**config.mk**
```make
export PLATFORM = sky130hd
export DESIGN_NAME = iobank0_ctrl_flat
export DESIGN_NICKNAME = d
export VERILOG_FILES = /design/src/rtl/iobank0_pkg.sv /design/src/rtl/iobank0_if.sv /design/src/rtl/iobank0_sync.sv /design/src/rtl/iobank0_ctrl.sv /design/src/flat_wrapper.sv
export SDC_FILE = /design/constraint.sdc
export NUM_CORES = 1
export LEC_CHECK = 0
export ABC_AREA = 1
export BUFFER_PORTS_ARGS = -buffer_cell sky130_fd_sc_hd__clkbuf_2
export CAP_MARGIN = 20
export CORE_MARGIN = 4
export CORE_UTILIZATION = 30
export CTS_CLUSTER_SIZE = 14
export DETAILED_ROUTE_END_ITERATION = 6
export GPL_ROUTABILITY_DRIVEN = 0
export REMOVE_ABC_BUFFERS = 1
export SKIP_LAST_GASP = 1
export SLEW_MARGIN = 40
export SYNTH_ARGS = -nofsm -noshare
export SYNTH_HDL_FRONTEND = slang
export SYNTH_SLANG_ARGS = --single-unit
export TNS_END_PERCENT = 20
```
**constraint.sdc**
```tcl
create_clock -name clk -period 1.5 [get_ports clk]
set_input_delay 0 -clock clk [delete_from_list [all_inputs] [get_ports clk]]
set_output_delay 0 -clock clk [all_outputs]
set_load 0.05 [all_outputs]
```
**src/rtl/iobank0_pkg.sv**
```systemverilog
// Shared definitions for the iobank0 pad-bank controller: register word
// addresses and bus FSM state encoding.
package iobank0_pkg;

    localparam int unsigned BusAw = 4;
    localparam int unsigned BusDw = 32;

    localparam logic [3:0] ADDR_OUT        = 4'h0;
    localparam logic [3:0] ADDR_OE         = 4'h1;
    localparam logic [3:0] ADDR_IN         = 4'h2;
    localparam logic [3:0] ADDR_FSEL       = 4'h3;
    localparam logic [3:0] ADDR_RISE_EN    = 4'h4;
    localparam logic [3:0] ADDR_FALL_EN    = 4'h5;
    localparam logic [3:0] ADDR_IRQ_STATUS = 4'h6;
    localparam logic [3:0] ADDR_OUT_SET    = 4'h7;
    localparam logic [3:0] ADDR_OUT_CLR    = 4'h8;

    localparam logic [0:0] StIdle = 1'b0;
    localparam logic [0:0] StAck  = 1'b1;

endpackage

```
**src/rtl/iobank0_if.sv**
```systemverilog
// Register bus between the SoC peripheral bus and the iobank0 controller.
interface iobank0_if;
    import iobank0_pkg::*;

    logic             req;
    logic             we;
    logic [BusAw-1:0] addr;
    logic [BusDw-1:0] wdata;
    logic [BusDw-1:0] rdata;
    logic             ready;

    modport master (
        output req, we, addr, wdata,
        input  rdata, ready
    );

    modport slave (
        input  req, we, addr, wdata,
        output rdata, ready
    );

endinterface

```
**src/rtl/iobank0_sync.sv**
```systemverilog
// Pad input synchroniser chain plus a previous-value flop for edge detection.
module iobank0_sync #(
    parameter int unsigned NPADS       = 20,
    parameter int unsigned SYNC_STAGES = 2
) (
    input  logic             clk_i,
    input  logic             rst_ni,
    input  logic [NPADS-1:0] pad_i,
    output logic [NPADS-1:0] sync_o,
    output logic [NPADS-1:0] rise_o,
    output logic [NPADS-1:0] fall_o
);

    // Index 0 is the first stage; the top index feeds the rest of the design.
    logic [SYNC_STAGES-1:0][NPADS-1:0] sync_q, sync_d;
    logic [NPADS-1:0]                  prev_q, prev_d;

    always_comb begin
        sync_d = {sync_q[SYNC_STAGES-2:0], pad_i};
        prev_d = sync_q[SYNC_STAGES-1];
    end

    always_ff @(posedge clk_i or negedge rst_ni) begin
        if (!rst_ni) begin
            sync_q <= '0;
            prev_q <= '0;
        end else begin
            sync_q <= sync_d;
            prev_q <= prev_d;
        end
    end

    assign sync_o = sync_q[SYNC_STAGES-1];
    assign rise_o = sync_o & ~prev_q;
    assign fall_o = ~sync_o & prev_q;

endmodule

```
**src/rtl/iobank0_ctrl.sv**
```systemverilog
// Register-mapped controller for a tristate pad bank: GPIO/peripheral mux,
// synchronised inputs with edge capture, and a level interrupt.
module iobank0_ctrl
    import iobank0_pkg::*;
#(
    parameter int unsigned NPADS       = 20,
    parameter int unsigned SYNC_STAGES = 2
) (
    input  logic             clk,
    input  logic             resetn,
    iobank0_if.slave         bus,
    input  logic [NPADS-1:0] periph_o,
    input  logic [NPADS-1:0] periph_oe,
    output logic [NPADS-1:0] periph_i,
    input  logic [NPADS-1:0] pad_i,
    output logic [NPADS-1:0] pad_o,
    output logic [NPADS-1:0] pad_oe,
    output logic             irq
);

    logic [0:0]       state_q, state_d;
    logic [NPADS-1:0] out_q, out_d;
    logic [NPADS-1:0] oe_q, oe_d;
    logic [NPADS-1:0] fsel_q, fsel_d;
    logic [NPADS-1:0] rise_en_q, rise_en_d;
    logic [NPADS-1:0] fall_en_q, fall_en_d;
    logic [NPADS-1:0] irq_status_q, irq_status_d;
    logic [31:0]      rdata_q, rdata_d;
    logic             irq_q, irq_d;

    logic [NPADS-1:0] sync_in, rise, fall, wdata;
    logic [31:0]      rd_val;
    logic             accept;
    logic             unused_wdata;

    iobank0_sync #(
        .NPADS       (NPADS),
        .SYNC_STAGES (SYNC_STAGES)
    ) u_sync (
        .clk_i  (clk),
        .rst_ni (resetn),
        .pad_i  (pad_i),
        .sync_o (sync_in),
        .rise_o (rise),
        .fall_o (fall)
    );

    // A request is only taken in IDLE, so accesses are at least two cycles apart.
    assign accept       = (state_q == StIdle) && bus.req;
    assign wdata        = bus.wdata[NPADS-1:0];
    assign unused_wdata = ^bus.wdata;

    always_comb begin
        rd_val = '0;
        case (bus.addr)
            ADDR_OUT:        rd_val[NPADS-1:0] = out_q;
            ADDR_OE:         rd_val[NPADS-1:0] = oe_q;
            ADDR_IN:         rd_val[NPADS-1:0] = sync_in;
            ADDR_FSEL:       rd_val[NPADS-1:0] = fsel_q;
            ADDR_RISE_EN:    rd_val[NPADS-1:0] = rise_en_q;
            ADDR_FALL_EN:    rd_val[NPADS-1:0] = fall_en_q;
            ADDR_IRQ_STATUS: rd_val[NPADS-1:0] = irq_status_q;
            default:         rd_val = '0;
        endcase
    end

    always_comb begin
        state_d      = accept ? StAck : StIdle;
        out_d        = out_q;
        oe_d         = oe_q;
        fsel_d       = fsel_q;
        rise_en_d    = rise_en_q;
        fall_en_d    = fall_en_q;
        irq_status_d = irq_status_q;
        rdata_d      = rdata_q;

        if (accept && !bus.we) begin
            rdata_d = rd_val;
        end

        if (accept && bus.we) begin
            case (bus.addr)
                ADDR_OUT:        out_d        = wdata;
                ADDR_OE:         oe_d         = wdata;
                ADDR_FSEL:       fsel_d       = wdata;
                ADDR_RISE_EN:    rise_en_d    = wdata;
                ADDR_FALL_EN:    fall_en_d    = wdata;
                ADDR_IRQ_STATUS: irq_status_d = irq_status_q & ~wdata;
                ADDR_OUT_SET:    out_d        = out_q | wdata;
                ADDR_OUT_CLR:    out_d        = out_q & ~wdata;
                default:         ;
            endcase
        end

        // New edges are OR-ed in after the W1C so a coincident set wins.
        irq_status_d = irq_status_d | (rise & rise_en_q) | (fall & fall_en_q);
        irq_d        = |irq_status_q;
    end

    always_ff @(posedge clk or negedge resetn) begin
        if (!resetn) begin
            state_q      <= StIdle;
            out_q        <= '0;
            oe_q         <= '0;
            fsel_q       <= '0;
            rise_en_q    <= '0;
            fall_en_q    <= '0;
            irq_status_q <= '0;
            rdata_q      <= '0;
            irq_q        <= 1'b0;
        end else begin
            state_q      <= state_d;
            out_q        <= out_d;
            oe_q         <= oe_d;
            fsel_q       <= fsel_d;
            rise_en_q    <= rise_en_d;
            fall_en_q    <= fall_en_d;
            irq_status_q <= irq_status_d;
            rdata_q      <= rdata_d;
            irq_q        <= irq_d;
        end
    end

    assign bus.ready = (state_q == StAck);
    assign bus.rdata = rdata_q;
    assign pad_o     = (fsel_q & periph_o) | (~fsel_q & out_q);
    assign pad_oe    = (fsel_q & periph_oe) | (~fsel_q & oe_q);
    assign periph_i  = sync_in;
    assign irq       = irq_q;

endmodule

```
**src/flat_wrapper.sv**
```systemverilog
// flat-port wrapper written by rule: the top's interface ports become plain ports
module iobank0_ctrl_flat import iobank0_pkg::*;
#(
    parameter int unsigned NPADS       = 20,
    parameter int unsigned SYNC_STAGES = 2
)
  (clk, resetn, periph_o, periph_oe, periph_i, pad_i, pad_o, pad_oe, irq, bus_req, bus_we, bus_addr, bus_wdata, bus_rdata, bus_ready);
  iobank0_if bus_i ();
  input  logic clk;
  input  logic resetn;
  input  logic [NPADS-1:0] periph_o;
  input  logic [NPADS-1:0] periph_oe;
  output logic [NPADS-1:0] periph_i;
  input  logic [NPADS-1:0] pad_i;
  output logic [NPADS-1:0] pad_o;
  output logic [NPADS-1:0] pad_oe;
  output logic irq;
  input wire logic [$bits(bus_i.req)-1:0] bus_req;
  input wire logic [$bits(bus_i.we)-1:0] bus_we;
  input wire logic [$bits(bus_i.addr)-1:0] bus_addr;
  input wire logic [$bits(bus_i.wdata)-1:0] bus_wdata;
  output wire logic [$bits(bus_i.rdata)-1:0] bus_rdata;
  output wire logic [$bits(bus_i.ready)-1:0] bus_ready;
  assign bus_i.req = bus_req;
  assign bus_i.we = bus_we;
  assign bus_i.addr = bus_addr;
  assign bus_i.wdata = bus_wdata;
  assign bus_rdata = bus_i.rdata;
  assign bus_ready = bus_i.ready;
  iobank0_ctrl #(.NPADS(NPADS), .SYNC_STAGES(SYNC_STAGES)) u_core (.clk(clk), .resetn(resetn), .bus(bus_i), .periph_o(periph_o), .periph_oe(periph_oe), .periph_i(periph_i), .pad_i(pad_i), .pad_o(pad_o), .pad_oe(pad_oe), .irq(irq));
endmodule
```
==> run_results.csv <==
group,metric,value,unit
status,status,"finished with violations",
status,violations,"setup timing",
power,pwr_density_cell,1350,mW/mm^2
timing,slew_viol_final,0,
logic_synthesis,synth_flop_cell,"dfrtp_1",
global_route,grt_pass1_wl,47.8,mm
finish,nets,1511,
timing,setup_viol,1,
finish,design_area,0.0124,mm^2
power,power,16.8,mW
global_route,grt.overflow.total,0,
drt,firstDrtPassIters,5,
worst_hold_path,min_path_type,"input pin to register",
placed_design,pre_cts_ws,141,ps
finish,fin_util,40.3,%
power,switching_share,34.2,%
logic_synthesis,ys_seq_area_share,53.5,%
clock_tree,root_buffer,"clkbuf_16",
logic_synthesis,synthXorXnorAreaFrac,0,%
power,combPwrFrac,22.5,%
clock_tree,cts_tree,"yes",
logic_synthesis,syn-cell-area,0.00945,mm^2
timing,rsz0062_at_grt,"yes",
logic_synthesis,synth_top_cell_area_share,53.5,%
logic_synthesis,synth-adder-area-share,0,%
floorplan,start_util,30.6,%
logic_synthesis,synth-compound-area-share,8.10,%
worst_setup_path,path_cells,"inv_1 > o21ai_0 > clkbuf_2",
logic_synthesis,ys_types,21,
power,p_sw,5.75,mW
worst_setup_path,critPathCaptureType,"primary output",
floorplan,ioPinCount,194,
timing,worst_slack,-6.31,ps
timing,fin_tns_setup,-6.31,ps
worst_setup_path,reg2reg_slack,130,ps
logic_synthesis,synthMuxAreaShare,0.954,%
floorplan,dieHeight,185,um
logic_synthesis,yosys_warnings,0,
logic_synthesis,synthArstFlopShare,100,%
logic_synthesis,ys_top_cells_by_area,"dfrtp_1, nand2_1, nand3_1",
floorplan,core,0.0308,mm^2
global_route,grt_max_degree,50,
drt,drc,0,
drt,wire_per_inst,16.9,um
worst_setup_path,critical_path_class,"register to primary output",
timing,fin_worst_skew,13.2,ps
timing,hold_viol,0,
worst_setup_path,critical_path.slowest_cell,"dfrtp_1",
worst_setup_path,required,1500,ps
placed_design,io_buffer_count,169,
timing,fmax,664,MHz
placed_design,placed_cell_area,0.0111,mm^2
finish,synthToLayoutAreaGrowth,31.6,%
power,pwr-share-clk,36.3,%
floorplan,die_x,185,um
clock_tree,insertion_delay,520,ps
logic_synthesis,yosys.area_share.simple,30.3,%
run,maxCapViolations,0,
clock_tree,cts_sinks,202,
logic_synthesis,synth-edff-count,0,
finish,fillers,3125,
drt,routed_via_density,4.85,
finish,drive_above_1_share,20.7,%
drt,wl,30.8,mm
drt,vias,8846,
logic_synthesis,synth_top_cell_by_area,"dfrtp_1",
timing,layout_min_cycle_time,1510,ps
placed_design,place_hpwl,21.4,mm
logic_synthesis,ys_seq_elements,202,
worst_setup_path,max_stage_delay,470,ps
logic_synthesis,syn_avg_cell_area,7.98,um^2
drt,drt_iter0_drc,708,
global_route,grt_pass1_vias,8400,
clock_tree,clk_path_buf_depth,3,
clock_tree,cts_buffers,24,
timing,finalCritPeriodShare,100,%
floorplan,die-area,0.0344,mm^2
logic_synthesis,postSynthCellCount,1184,
worst_setup_path,critPathArrivalTime,1510,ps
floorplan,rows,64,
clock_tree,cts_max_level,1,
power,seqPwrFrac,41.2,%
logic_synthesis,synth_top_family_by_area,"simple AND/OR/NAND/NOR gates",
global_route,grt.total_usage,17.6,%
power,intPower,11.1,mW
worst_setup_path,cp_max_fo,5,
power,p_leak,6.20,nW
drt,final_antenna_net_count,0,
worst_setup_path,cp-start-kind,"register",
clock_tree,clk_pin_slew_worst_paths,60,ps
power,peakVddDrop,0.751,mV
global_route,antenna_found_initial,1,
path summary, 6_finish.rpt:
kind,start,to,depth (start not counted)
max,u_core.out_q[13]$_DFFE_PN0P_,pad_o[13],3
min,bus_we,u_core.irq_status_q[16]$_DFF_PN0_,5
max reg2reg,u_core.bus.ready$_DFF_PN0_,u_core.fall_en_q[15]$_DFFE_PN0P_,6
min reg2reg,u_core.u_sync.sync_d[21]$_DFF_PN0_,u_core.u_sync.sync_o[1]$_DFF_PN0_,0
max in group asynchronous,resetn,u_core.rise_en_q[1]$_DFFE_PN0P_,4
min in group asynchronous,resetn,u_core.u_sync.sync_d[37]$_DFF_PN0_,3
critical path, delay by kind of cell, from the launching register on:
family | cells | cell delay [ps]
flip-flops | 1 | 470
AO/OA/AOI/OAI | 1 | 150
buffers and inverters | 2 | 370
area by class of cell:
class | instances | area, um^2 | area share, %
Clock buffer | 38 | 754 | 6.07
Tap cell | 396 | 495 | 3.98
Sequential cell | 202 | 5070 | 40.7
Antenna cell | 1 | 2.50 | 0.0201
Inverter | 82 | 308 | 2.47
Multi-Input combinational cell | 837 | 3810 | 30.6
Clock inverter | 5 | 77.6 | 0.624
Timing Repair Buffer | 264 | 1920 | 15.5
synth_stat cells (3+ instances only):
cell,count
buf_1,5
buf_2,23
buf_4,16
clkbuf_1,30
dfrtp_1,202
inv_1,76
inv_2,6
mux2_2,8
nand2_1,341
nand3_1,196
nand3b_1,8
nand4_1,22
nor2_1,88
nor4_1,3
o21ai_0,60
o21ai_1,93
cells by family (layout without fill, tap and decap cells):
kind of cell | Yosys count | in the layout
simple gates | 664 | 664
other cells | 1 | 13
flops | 202 | 202
buf+inv | 156 | 389
compound gates | 153 | 153
mux | 8 | 8
power groups by stage:
stage	sequential, mW	clock, mW	combinational (mW)
6_report	6.92	6.11	3.78
3_3_place_gp	6.97	0	3.58
3_5_place_dp	6.99	0	3.63
5_1_grt	7.02	6.48	4.13
2_1_floorplan	7.04	0	2.23
4_1_cts	6.90	6.24	3.79
layout by cell type, fill, tap and decap left out, types with 2 or more instances in the layout:
| cell type | count |
|---|---|
| nand3_1 | 192 |
| conb_1 | 12 |
| clkbuf_1 | 5 |
| nor2_4 | 5 |
| clkinv_2 | 2 |
| nand2_1 | 341 |
| buf_12 | 16 |
| clkbuf_16 | 25 |
| bufinv_16 | 2 |
| clkbuf_8 | 10 |
| buf_2 | 3 |
| nor4_1 | 3 |
| clkbuf_2 | 151 |
| nor2_1 | 86 |
| nand3b_1 | 8 |
| inv_2 | 6 |
| o21ai_1 | 94 |
| dfrtp_2 | 10 |
| inv_1 | 76 |
| buf_4 | 42 |
| nand4_1 | 22 |
| clkbuf_4 | 6 |
| dfrtp_1 | 192 |
| o21ai_0 | 58 |
| dlygate4sd3_1 | 43 |
| nand3_2 | 4 |
| mux2_2 | 7 |
sequential cells by signal (all words and copies together), names as in the netlist, 20 cells and up:
| signal | cells |
|---|---|
| u_core.oe_q | 20 |
| u_core.bus.rdata | 20 |
| u_core.rise_en_q | 20 |
| u_core.fall_en_q | 20 |
| u_core.out_q | 20 |
| u_core.u_sync.prev_q | 20 |
| u_core.u_sync.sync_o | 20 |
| u_core.u_sync.sync_d | 20 |
| u_core.irq_status_q | 20 |
| u_core.fsel_q | 20 |
stage by stage:
| stage | instances | hold slack [ps] |
|---|---|---|
| detailed placement | 1737 | -49.2 |
| global placement | 1737 | -53.8 |
| floorplan | 1121 | -296 |
| CTS | 1824 | 66.3 |
| finish | 1825 | 83.6 |
| global route | 1825 | 99.1 |
per-layer routing:
metal	GRT usage [%]	part of all wire, %
met3	3.21	7.5
met4	3.44	1.5
met5	0	0
met2	27.7	45
met1	25.6	46
what timing repair did:
action | CTS | global route
cloned | 0 | 0
setup buffers | 1 | 0
gates resized for setup | 15 | 29
hold buffers | 43 | 0
endpoints found under the setup margin | 16 | 35
endpoints found under the hold margin | 343 | 0
(Power assumes the default switching activity.)
